--- src/rtl/pc_unit.sv ---
// Program counter with next-PC selection (sequential, branch, jump, trap, mret), stall and misaligned-target faulting.
// Optional compressed-instruction support is enabled by defining PC_RVC_EN (adds inst_c, 2-byte alignment).
//
// state | meaning
// BOOT  | first cycle after reset release; pc holds RESET_VECTOR, requests ignored
// RUN   | normal fetch; next PC chosen by request priority
module pc_unit #(
    parameter int              XLEN         = 32,
    parameter logic [XLEN-1:0] RESET_VECTOR = '0,
    parameter logic [XLEN-1:0] TRAP_VECTOR  = XLEN'(32'h0000_0100)
) (
    input  logic            clk,
    input  logic            reset,
    input  logic            stall,
    input  logic            branch_taken,
    input  logic [XLEN-1:0] branch_target,
    input  logic            jump_en,
    input  logic [XLEN-1:0] jump_target,
    input  logic            trap_en,
    input  logic            mret_en,
`ifdef PC_RVC_EN
    input  logic            inst_c,
`endif
    output logic [XLEN-1:0] pc_out,
    output logic [XLEN-1:0] pc_plus,
    output logic            fetch_valid,
    output logic [XLEN-1:0] epc,
    output logic            misaligned
);

    typedef enum logic {
        BOOT = 1'b0,
        RUN  = 1'b1
    } state_t;

    state_t          state;
    state_t          state_next;
    logic [XLEN-1:0] inc;
    logic [XLEN-1:0] pc_next;
    logic [XLEN-1:0] epc_next;
    logic            mis_next;
    logic            jump_bad;
    logic            branch_bad;
    logic            mret_bad;

`ifdef PC_RVC_EN
    assign inc        = inst_c ? XLEN'(2) : XLEN'(4);
    assign jump_bad   = jump_target[0];
    assign branch_bad = branch_target[0];
    assign mret_bad   = epc[0];
`else
    assign inc        = XLEN'(4);
    assign jump_bad   = |jump_target[1:0];
    assign branch_bad = |branch_target[1:0];
    assign mret_bad   = |epc[1:0];
`endif

    assign pc_plus = pc_out + inc;

    always_ff @(posedge clk or negedge reset) begin
        if (!reset) begin
            state <= BOOT;
        end else begin
            state <= state_next;
        end
    end

    always_comb begin
        state_next = state;
        case (state)
            BOOT:    state_next = RUN;
            RUN:     state_next = RUN;
            default: state_next = BOOT;
        endcase
    end

    // A misaligned redirect is turned into a trap with the bad target saved in epc.
    always_comb begin
        pc_next     = pc_out;
        epc_next    = epc;
        mis_next    = 1'b0;
        fetch_valid = (state == RUN);
        if (state == RUN) begin
            if (trap_en) begin
                pc_next  = TRAP_VECTOR;
                epc_next = pc_out;
            end else if (mret_en) begin
                if (mret_bad) begin
                    pc_next  = TRAP_VECTOR;
                    mis_next = 1'b1;
                end else begin
                    pc_next = epc;
                end
            end else if (jump_en) begin
                if (jump_bad) begin
                    pc_next  = TRAP_VECTOR;
                    epc_next = jump_target;
                    mis_next = 1'b1;
                end else begin
                    pc_next = jump_target;
                end
            end else if (branch_taken) begin
                if (branch_bad) begin
                    pc_next  = TRAP_VECTOR;
                    epc_next = branch_target;
                    mis_next = 1'b1;
                end else begin
                    pc_next = branch_target;
                end
            end else if (!stall) begin
                pc_next = pc_plus;
            end
        end
    end

    always_ff @(posedge clk or negedge reset) begin
        if (!reset) begin
            pc_out     <= RESET_VECTOR;
            epc        <= '0;
            misaligned <= 1'b0;
        end else begin
            pc_out     <= pc_next;
            epc        <= epc_next;
            misaligned <= mis_next;
        end
    end

endmodule

--- config.mk ---
export PLATFORM = sky130hd
export DESIGN_NAME = pc_unit
export DESIGN_NICKNAME = d
export VERILOG_FILES = /design/src/rtl/pc_unit.sv
export SDC_FILE = /design/constraint.sdc
export NUM_CORES = 1
export LEC_CHECK = 0
export CORE_ASPECT_RATIO = 1.25
export CORE_MARGIN = 1
export CORE_UTILIZATION = 28
export CTS_CLUSTER_SIZE = 24
export DETAILED_ROUTE_END_ITERATION = 10
export MAX_ROUTING_LAYER = met4
export PLACE_DENSITY = 0.63
export SETUP_SLACK_MARGIN = 0.02
export SYNTH_ARGS = -nofsm -noshare
export SYNTH_HDL_FRONTEND = slang
export SYNTH_SLANG_ARGS = --single-unit
--- constraint.sdc ---
create_clock -name clk -period 2.7 [get_ports clk]
set_clock_uncertainty 0.1 [all_clocks]
set_input_delay 0.405 -clock clk [delete_from_list [all_inputs] [get_ports clk]]
set_output_delay 0.405 -clock clk [all_outputs]
set_load 0.01 [all_outputs]
# Word-level counts from Yosys, hierarchy flattened
# Cells that the tools add are included.
totals:
  regBits: 66
  latch_bits: 0
  mem_bits_rw: 0
  mem_bits_ro: 0
  in_bits: 71
  word_cells: 37
  n_memories: 0
classes:
  add_sub_neg: 1
  mul: 0
  div_mod_pow: 0
  n_lt_le_gt_ge: 0
  n_eq_ne: 3
  shifts: 0
  n_mux: 22
  bitwise_logic: 0
  reduce_logical: 7
op_table:
  columns: ["operator", "n"]
  rows:
  - ["2-to-1 mux 32 bit", 14]
  - ["adder 32 x 3 -> 32 bit (second input constant)", 1]
  - ["2-to-1 mux 1 bit", 8]
  - ["nonzero test 3 bit", 2]
  - ["OR reduction 2 bit", 3]
  - ["!= test 5 x 1 -> 1 bit (second input constant)", 1]
  - ["AND reduction 5 bit", 1]
  - ["!= test 3 x 1 -> 1 bit (second input constant)", 1]
  - ["!= test 2 bit (second input constant)", 1]
  - ["AND reduction 2 bit", 1]

# Depth between registers and ports, before layout
# Gate-level depths: netlist (run 1).
logic_depth:
  word_depth: 7
  mapped_depth: 8

# Worst setup path after synthesis (run 1)
# OpenSTA, ideal clock, no wires.
synth_timing:
  kind: "register to output"
  from: "register pc_out[2]"
  to: "output port pc_plus[30]"
  arrival_time_ns: 1.723
  required_ns: 2.195
  setup_slack_ns: 0.472
  stages_incl_launch_ff: 6
  path_cell_list: "dfrtp_1 ha_1 nand3_1 nor4_4 nor3b_2 xor2_1"
synth_between:
  elab_chain_len: 1
synth_lines:
  columns: ["item", "line", "rtl"]
  rows:
  - ["start, declared", "24", "output logic [XLEN-1:0] pc_out,"]
  - ["start signal, assigned", "122", "pc_out <= pc_next;"]
  - ["adder 32 x 3 -> 32 bit", "58", "assign pc_plus = pc_out + inc;"]
  - ["end, declared", "25", "output logic [XLEN-1:0] pc_plus,"]
# Every way passes these cells.

# Worst setup path after layout (run 1)
layout_timing:
  from: "register pc_out[17]"
  to: "output port pc_plus[31]"
# Same word-level chain as after synthesis.

==> results.txt, run 1 <==
Along the worst path, the maximum fanout reaches 4. The tools report the netlist area before placement as 4989 µm². From synthesis to final layout, the design area changed by 58.59%. The part of the cycle the worst path needs was 102.5%. The tree is rooted in a clkbuf_16. Setup repair after global routing could not meet its margin everywhere. The total count of max-transition violations in the final report is 0. After detailed placement, the total cell area comes to 7322 µm². The logs give 0 for the hold buffer count at CTS and 3.513 nW for the reported leakage power. After detailed routing, the number of vias per cell comes to 5.328. Setup violations remaining at the end of the flow were counted as 4.

TritonCTS built the clock tree. The total length of routed wires came out at 20,020 µm. The H-tree generated during clock tree synthesis spans 3 levels. The critical path arrival was 2.26 ns. By area, the combinational part of the netlist is dominated by compound AO/OA/AOI/OAI gates.

The number of enable-type register cells in the synthesized netlist is 0. Counting flops and latches in the post-synthesis netlist gives 66. The post-layout minimum cycle time is 2.768 ns, and the share of the yosys chip area belonging to registers is 33.11%. The classification of the worst setup path is reg2out.

For the number of buffers added by the clock tree synthesis step, the log shows 9. Measured along the y axis, the die boundary spans 151.2 µm. The library cell used most frequently in the layout, excluding fill and tap cells, is clkdlybuf4s50_1. The post-route netlist has 19.57% of its cells at a drive strength greater than 1.

The tools report the number of distinct library cells after synthesis as 75. The worst hold path belongs to the class in2async. The net count after synthesis came out at 679. The first global-routing pass estimated 30,550 µm of wire. The routed wirelength normalized by instance count came out at 18.92 µm. The mux share of post-synthesis cell area is 7.048%, and the number of max-cap violations is 0. The via count of the first global-routing pass came out at 5,421. For the standard cell core area, the log shows 17,430 µm². In the layout the commonest cells are clkdlybuf4s50_1, buf_4, nand2_1.

The clock transition at the register clock pins on the worst setup and hold paths after CTS is 0.06 ns, and the aggregate negative setup slack is -0.1627 ns. The synthesized netlist devotes 25.13% of its cell area to compound gates. The post-placement worst setup slack was -0.03464 ns. The run gives 2 as the clock tree buffer depth. The estimated wirelength of the detail-placed design is 14,680 µm, and the warning count from the yosys run is 0. In the synthesized netlist the dominant register cell turns out to be dfrtp_1. Headroom to the max-slew limit came out at 53.07%. The transition time at the pin with the least slew margin is 0.7040 ns. The initial utilization of the core area, before any placement, comes to 28.62%. Global routing used 22.73% of the available tracks. The tools report the worst path required time as 2.19 ns.

For the global-route congestion overflow total, the log shows 0. Entering global routing, the biggest net connects 42 pins. The sequential cells in the finished layout cover a total of 1654 µm². The tools report the worst hold margin as -0.004184 ns. Final-report hold violation count: 3. STA classifies the critical path endpoint as a primary output.

The tools report the DRC marker count from the first detailed-route iteration as 390. For the number of standard cells in the final layout excluding fillers, the log shows 1,058. The final route contains 5,637 vias. The routability congestion estimate from global placement was 0.8373. The die covers 18,360 µm². Summing the areas of all fa, ha and maj instances in the mapped netlist gives 0.2508% of the synthesized area. For the I/O pin total, the log shows 169.

For the worst-skew pair, the clock arrives at the later sink with an insertion delay of 0.35 ns. Maximum clock rate: 361.2 MHz. The total placed cells including tap cells is 1,022, and the fill cell total of the finished layout is 1,689. The largest vdd supply drop is 301.5 µV, and the count of unresolved DRC violations after routing is 0. The critical path launch point type is a register.

The number of antenna violations at the first check in global routing came out at 1. After Yosys synthesis, and, or, nand and nor cells account for 23.98% of the synthesized area. Summing the areas of all xor and xnor instances in the mapped netlist gives 4.740% of the synthesized area.

The run gives 3213 µm² as the area taken by multi-input logic gates. The run gives 607 as the number of instances in the synthesized netlist. The critical path's slowest cell was clkdlybuf4s50_1. Traced cell by cell, the critical path runs through nand4_4 -> buf_4 -> nor4_4 -> a31oi_1 -> or2_2 -> clkdlybuf4s50_1. The count of buffers added on input and output ports is 168. The die is 121.4 µm wide. Averaged over all synthesized cells, the footprint is 8.218 µm². For this run, the detailed router's first-pass iteration total came to 5. For the remaining antenna violation count, the log shows 0. After floorplanning, the core was divided into 54 placement rows. The worst setup margin was -0.06821 ns. On the worst path, the slowest cell contributes a delay of 0.49 ns. The checks that failed: hold timing, setup timing. Counting flops with an async set or reset pin after synthesis yields a share of 100.0%.

The run finished, with violations left. The power density relative to cell area is 466.9 nW/µm². After routing the design area is 7911 µm². For this run, the post-layout net count is 901. Clock tree synthesis found a total of 66 sinks.
## cell usage after synthesis, types with 3 or more instances
master,instances,area [µm²]
buf_2,19,95.09
nand2b_1,5,31.28
inv_1,11,41.29
o21ai_1,7,35.03
nor3_1,3,15.01
a32o_1,3,30.03
dfrtp_1,66,1652
and4_1,5,43.79
xnor2_1,21,183.9
o21ai_0,49,245.2
o31ai_1,4,30.03
clkbuf_1,20,75.07
xor2_1,6,52.55
nor3b_1,3,22.52
o31a_1,3,26.28
o211ai_1,5,37.54
a21oi_1,60,300.3
a221oi_1,11,96.34
a31o_1,3,26.28
nor2b_1,4,25.02
buf_4,4,30.03
and3_1,7,43.79
or2_2,3,18.77
mux2i_1,34,340.3
nand2_1,78,292.8
nor2_1,62,232.7
nand3_1,23,115.1
a222oi_1,4,40.04
and2_1,4,25.02
nand4_1,7,43.79
a31oi_1,6,37.54
buf_6,3,33.78
a32oi_1,6,52.55
a221o_1,5,50.05
## routing by layer
metal  up-vias  routed length (µm)  global-route usage (%)
li1       2665                   -                       -
met1      2711                8351                   27.82
met2       236                9948                   37.59
met3        25                1315                   2.899
met4         0                 405                   9.444
met5         -                   0                       -
## area by class of cell
class,instances,share of cell area (%)
multi-input cells,482,40.61
repair buffers,259,30.52
flip-flops and latches,66,20.91
well taps,224,3.543
clock buffers,13,3.416
inverters,11,0.5219
clock inverters,2,0.4428
diodes,1,0.03163
## power by group
part | internal [mW] | leakage [nW] | switching [mW]
sequential | 1.10 | 0.857 | 0.120
clock | 0.785 | 0.152 | 0.476
combinational | 0.627 | 2.50 | 0.583
## cells by family after synthesis
| family | after synthesis |
|---|---|
| AO/OA/AOI/OAI | 193 |
| multiplexers | 35 |
| flip-flops | 66 |
| other | 1 |
| adder cells (fa/ha/maj) | 1 |
| AND/OR/NAND/NOR | 225 |
| XOR/XNOR | 27 |
| buffers and inverters | 59 |
## through the flow
step	utilization [%]	total power, mW
floorplan	-	1.716
detailed placement	42.00	2.422
global route	45.38	3.853
global placement	42.00	2.412
finish	45.38	3.694
CTS	44.52	3.688
## worst max-delay path: cells and delay by family (launching register included)
family                 cells  cell delay (ns)
flip-flops                 1             0.40
buffers and inverters      2             0.67
AO/OA/AOI/OAI              1             0.12
AND/OR/NAND/NOR            3             0.71
## sequential cells by signal (all words and copies together) (netlist names)
signal / flops
epc: 32
pc_out: 32
fetch_valid: 1
misaligned: 1
## timing repair
action	4_1_cts	5_1_grt
buffers inserted	9	11
gates resized for setup	43	27
endpoints found under the setup margin	23	17
pin swaps	6	14
## worst paths after layout
check	from	end	slack [ns]	cells past startpoint
min reg2reg	epc[18]$_DFFE_PN0P_	epc[18]$_DFFE_PN0P_	0.41	2
min in group clk	epc[18]$_DFFE_PN0P_	epc[18]$_DFFE_PN0P_	0.41	2
max	pc_out[17]$_DFFE_PN0P_	pc_plus[31]	-0.07	6
max in group asynchronous	reset	epc[23]$_DFFE_PN0P_	1.81	2
min	reset	epc[4]$_DFFE_PN0P_	-0.004	1
max reg2reg	pc_out[2]$_DFFE_PN0P_	pc_out[20]$_DFFE_PN0P_	0.56	8
(Power assumes the default switching activity.)
==> run 2, diff against run 1 <==
--- a/config.mk
+++ b/config.mk
@@ -5,6 +5,7 @@
 export SDC_FILE = /design/constraint.sdc
 export NUM_CORES = 1
 export LEC_CHECK = 0
+export CAP_MARGIN = 25
 export CORE_ASPECT_RATIO = 1.25
 export CORE_MARGIN = 1
 export CORE_UTILIZATION = 28
==> constraint.sdc (replaced) <==
create_clock -name clk -period 3.24 [get_ports clk]
set_clock_uncertainty 0.1 [all_clocks]
set_input_delay 0.486 -clock clk [delete_from_list [all_inputs] [get_ports clk]]
set_output_delay 0.486 -clock clk [all_outputs]
set_load 0.01 [all_outputs]
==> run 2 against run 1 <==
Net effect:
- first-iteration DRC count fell by 0.77%
- register-to-register slack improved by 0.61 ns
- the run now ends clean
- setup slack improved by 0.18 ns
- design area fell by 7.6%
- sequential power fell by 13%
- flip-flop and latch count did not move
- via count fell by 4.0%
- clock power fell by 24%
- non-clock buffer count fell by 62
- combinational power fell by 25%
==> results.txt, run 2 (synthesis results as in run 1) <==
The tools report the area enclosed by the die boundary as 18,360 µm² (unchanged). The net count reported at finish came out at 839 (-6.9%). Longest individual stage delay on the worst path: 0.60 ns (+0.11 ns). The length of the first detailed-routing pass in iterations is 6 (+1). The reported leakage power was 3.002 nW (-15%).

The tools report the insertion delay to the later sink of the worst-skew pair as 0.34 ns (about the same). The global-route congestion overflow total is 0 (unchanged). In the final layout, the registers with the most flip-flops are epc (32), pc_out (32). The run gives 0 (unchanged) as the remaining antenna violation count. The routed wirelength normalized by instance count came out at 19.95 µm (+5.4%). The standard cell core area is 17,430 µm² (unchanged), and the initial cell density of the core is 28.62% (unchanged). The remaining max-slew budget at the tightest pin was 50.60% (-2.5 points); the estimated wirelength of the detail-placed design was 14,280 µm (-2.7%). The tools report the nature of the critical path endpoint as a primary output.

In the layout the commonest cells are clkdlybuf4s50_1, nand2_1, dfrtp_1. The number of I/O port buffers is 168 (unchanged). The final-report hold violation count is 0 (-3). Setup repair after global routing could not meet its margin everywhere. The power density relative to cell area is 399.2 nW/µm² (-14%), and the pin count of the biggest net entering global routing is 50 (+19%). Depth of the CTS H-tree: 3 (unchanged).

The fraction of the core area covered by cells at the end of the flow is 41.93% (-3.5 points), and the number of clock sinks is 66 (unchanged). The clock transition at the register clock pins on the worst setup and hold paths after CTS came out at 0.06 ns (about the same). The worst path needs 3.125 ns of the cycle, external delays included. The run finished with clean final reports.

The tools report the number of standard-cell rows in the floorplan as 54 (unchanged). The chip width is 121.4 µm (unchanged). Total length of routed wires: 19,890 µm (-0.64%).

The cell at the root of the clock tree was clkbuf_16. The routability congestion estimate from global placement came out at 0.8320 (-0.63%). STA classifies the critical path startpoint as a register. The transition time at the pin with the least slew margin is 0.7410 ns (+0.03707 ns). The detailed-route via count is 5,414 (-4.0%), and the growth of design area from synthesis to finish is 46.50%. Timing would allow up to 320.0 MHz. For the number of max-cap violations, the log shows 0 (unchanged). Worst min-delay path class: in2async.

Hold buffer count at CTS: 0 (unchanged). Critical path's slowest cell: clkdlybuf4s50_1. In the finished design, the share of the clock period the worst path needs comes to 96.44%. Number of buffers added by the clock tree synthesis step: 9 (unchanged). The final total power is 2.918 mW (-21%). The worst hold margin was 0.1064 ns (+0.1106 ns). The setup violation total in the final timing report was 0 (-4). The logs give 0.1152 ns (+0.1835 ns) for the worst setup margin and 2.65 ns (+0.46 ns) for the worst path required time.

The maximum fanout along the worst path is 7 (+3). The largest vdd supply drop came out at 238.8 µV (-21%). The die outline height came out at 151.2 µm (unchanged).

The count of unresolved DRC violations after routing was 0 (unchanged). The I/O pin total was 169 (unchanged); the average via count per standard cell was 5.430 (+1.9%). The run gives 0.2692 ns (+0.3039 ns) as the post-placement worst setup slack.

The fraction of final layout cells sized beyond drive strength 1 came out at 10.88% (-8.7 points). The total count of max-transition violations in the final report was 0 (unchanged); the via count of the first global-routing pass was 5,325 (-1.8%). The number of antenna violations at the first check in global routing is 1 (unchanged), and the aggregate negative setup slack is 0 ns (+0.1627 ns). Critical path arrival: 2.54 ns (+0.28 ns). TritonCTS built the clock tree.

The clock tree buffer depth is 2 (unchanged), and the DRC marker count from the first detailed-route iteration is 387 (-0.77%). The total routing usage reported by global routing was 22.55% (-0.18 points); the wire length of the first global-routing pass was 30,290 µm (-0.86%). The commonest non-fill, non-tap cell in the layout is clkdlybuf4s50_1.

Walking the worst path, the cells encountered are nand4_2 -> nor2_2 -> nand3_2 -> xnor2_1 -> clkdlybuf4s50_1. The classification of the worst setup path is reg2out.
run 2: changes by cell type in the layout (fill, tap and decap cells not counted), sizes merged, moves of 3 or more:
cell / previous run / this run
dlygate4sd2: 7 / 1
dlymetal6s2s: 5 / 1
buf: 98 / 32
clkdlybuf4s50: 144 / 163
clkdlybuf4s15: 3 / 0
run 2: path summary, 6_finish.rpt:
check / from / to / slack [ns] / cells past startpoint
worst max-delay path: pc_out[16]$_DFFE_PN0P_ / pc_plus[25] / 0.12 / 5
worst min-delay path: reset / epc[2]$_DFFE_PN0P_ / 0.11 / 1
worst max register to register: pc_out[16]$_DFFE_PN0P_ / pc_out[29]$_DFFE_PN0P_ / 1.17 / 5
worst min register to register: epc[31]$_DFFE_PN0P_ / epc[31]$_DFFE_PN0P_ / 0.41 / 2
max in group asynchronous: reset / pc_out[21]$_DFFE_PN0P_ / 2.24 / 2
min in group clk: epc[31]$_DFFE_PN0P_ / epc[31]$_DFFE_PN0P_ / 0.41 / 2
run 2: area by class of cell:
type | count | area, µm²
sequential | 66 | 1655
tap | 224 | 280.3
antenna | 1 | 2.502
clock buffer | 14 | 274.0
clock inverter | 2 | 10.01
timing repair buffer | 197 | 1914
fill | 1782 | 10120
multi-input combinational | 482 | 3131
inverter | 11 | 41.29
run 2: timing repair:
action	4_1_cts	5_1_grt
pin swaps	2	2
gates resized for setup	8	8
buffers inserted	2	1
endpoints found under the setup margin	12	9
run 2: per-stage QoR:
stage,area [µm²],std cells
5_1_grt,7308,997
4_1_cts,7264,995
3_5_place_dp,6934,977
6_report,7308,997
3_3_place_gp,6934,977
2_1_floorplan,4989,607
run 2: routing by layer:
| layer | global-route usage (%) | part of all wire (%) | up-vias | routed length [µm] |
|---|---|---|---|---|
| li1 | - | - | 2540 | - |
| met1 | 27.71 | 43 | 2620 | 8513 |
| met2 | 36.68 | 49 | 212 | 9753 |
| met3 | 3.878 | 5.5 | 42 | 1085 |
| met4 | 8.765 | 2.7 | 0 | 539 |
| met5 | - | 0 | - | 0 |
run 2: critical path, delay by kind of cell (launching register included):
| family | cells | cell delay [ns] |
|---|---|---|
| xor gates and xnor gates | 1 | 0.31 |
| buffers and inverters | 1 | 0.60 |
| DFF | 1 | 0.47 |
| and+or+nand+nor | 3 | 0.82 |
run 2: report_power, final:
part | total (mW) | switching [mW] | internal (mW) | leakage, nW
clock network | 0.954 | 0.375 | 0.579 | 0.143
logic | 0.907 | 0.435 | 0.472 | 2.00
registers | 1.06 | 0.138 | 0.919 | 0.855
==> run 3, diff against run 2 <==
--- a/config.mk
+++ b/config.mk
@@ -5,7 +5,7 @@
 export SDC_FILE = /design/constraint.sdc
 export NUM_CORES = 1
 export LEC_CHECK = 0
-export CAP_MARGIN = 25
+export CAP_MARGIN = 0
 export CORE_ASPECT_RATIO = 1.25
 export CORE_MARGIN = 1
 export CORE_UTILIZATION = 28
==> results of run 3 <==
No change in the layout: final DEF, timing and power equal those of run 2.
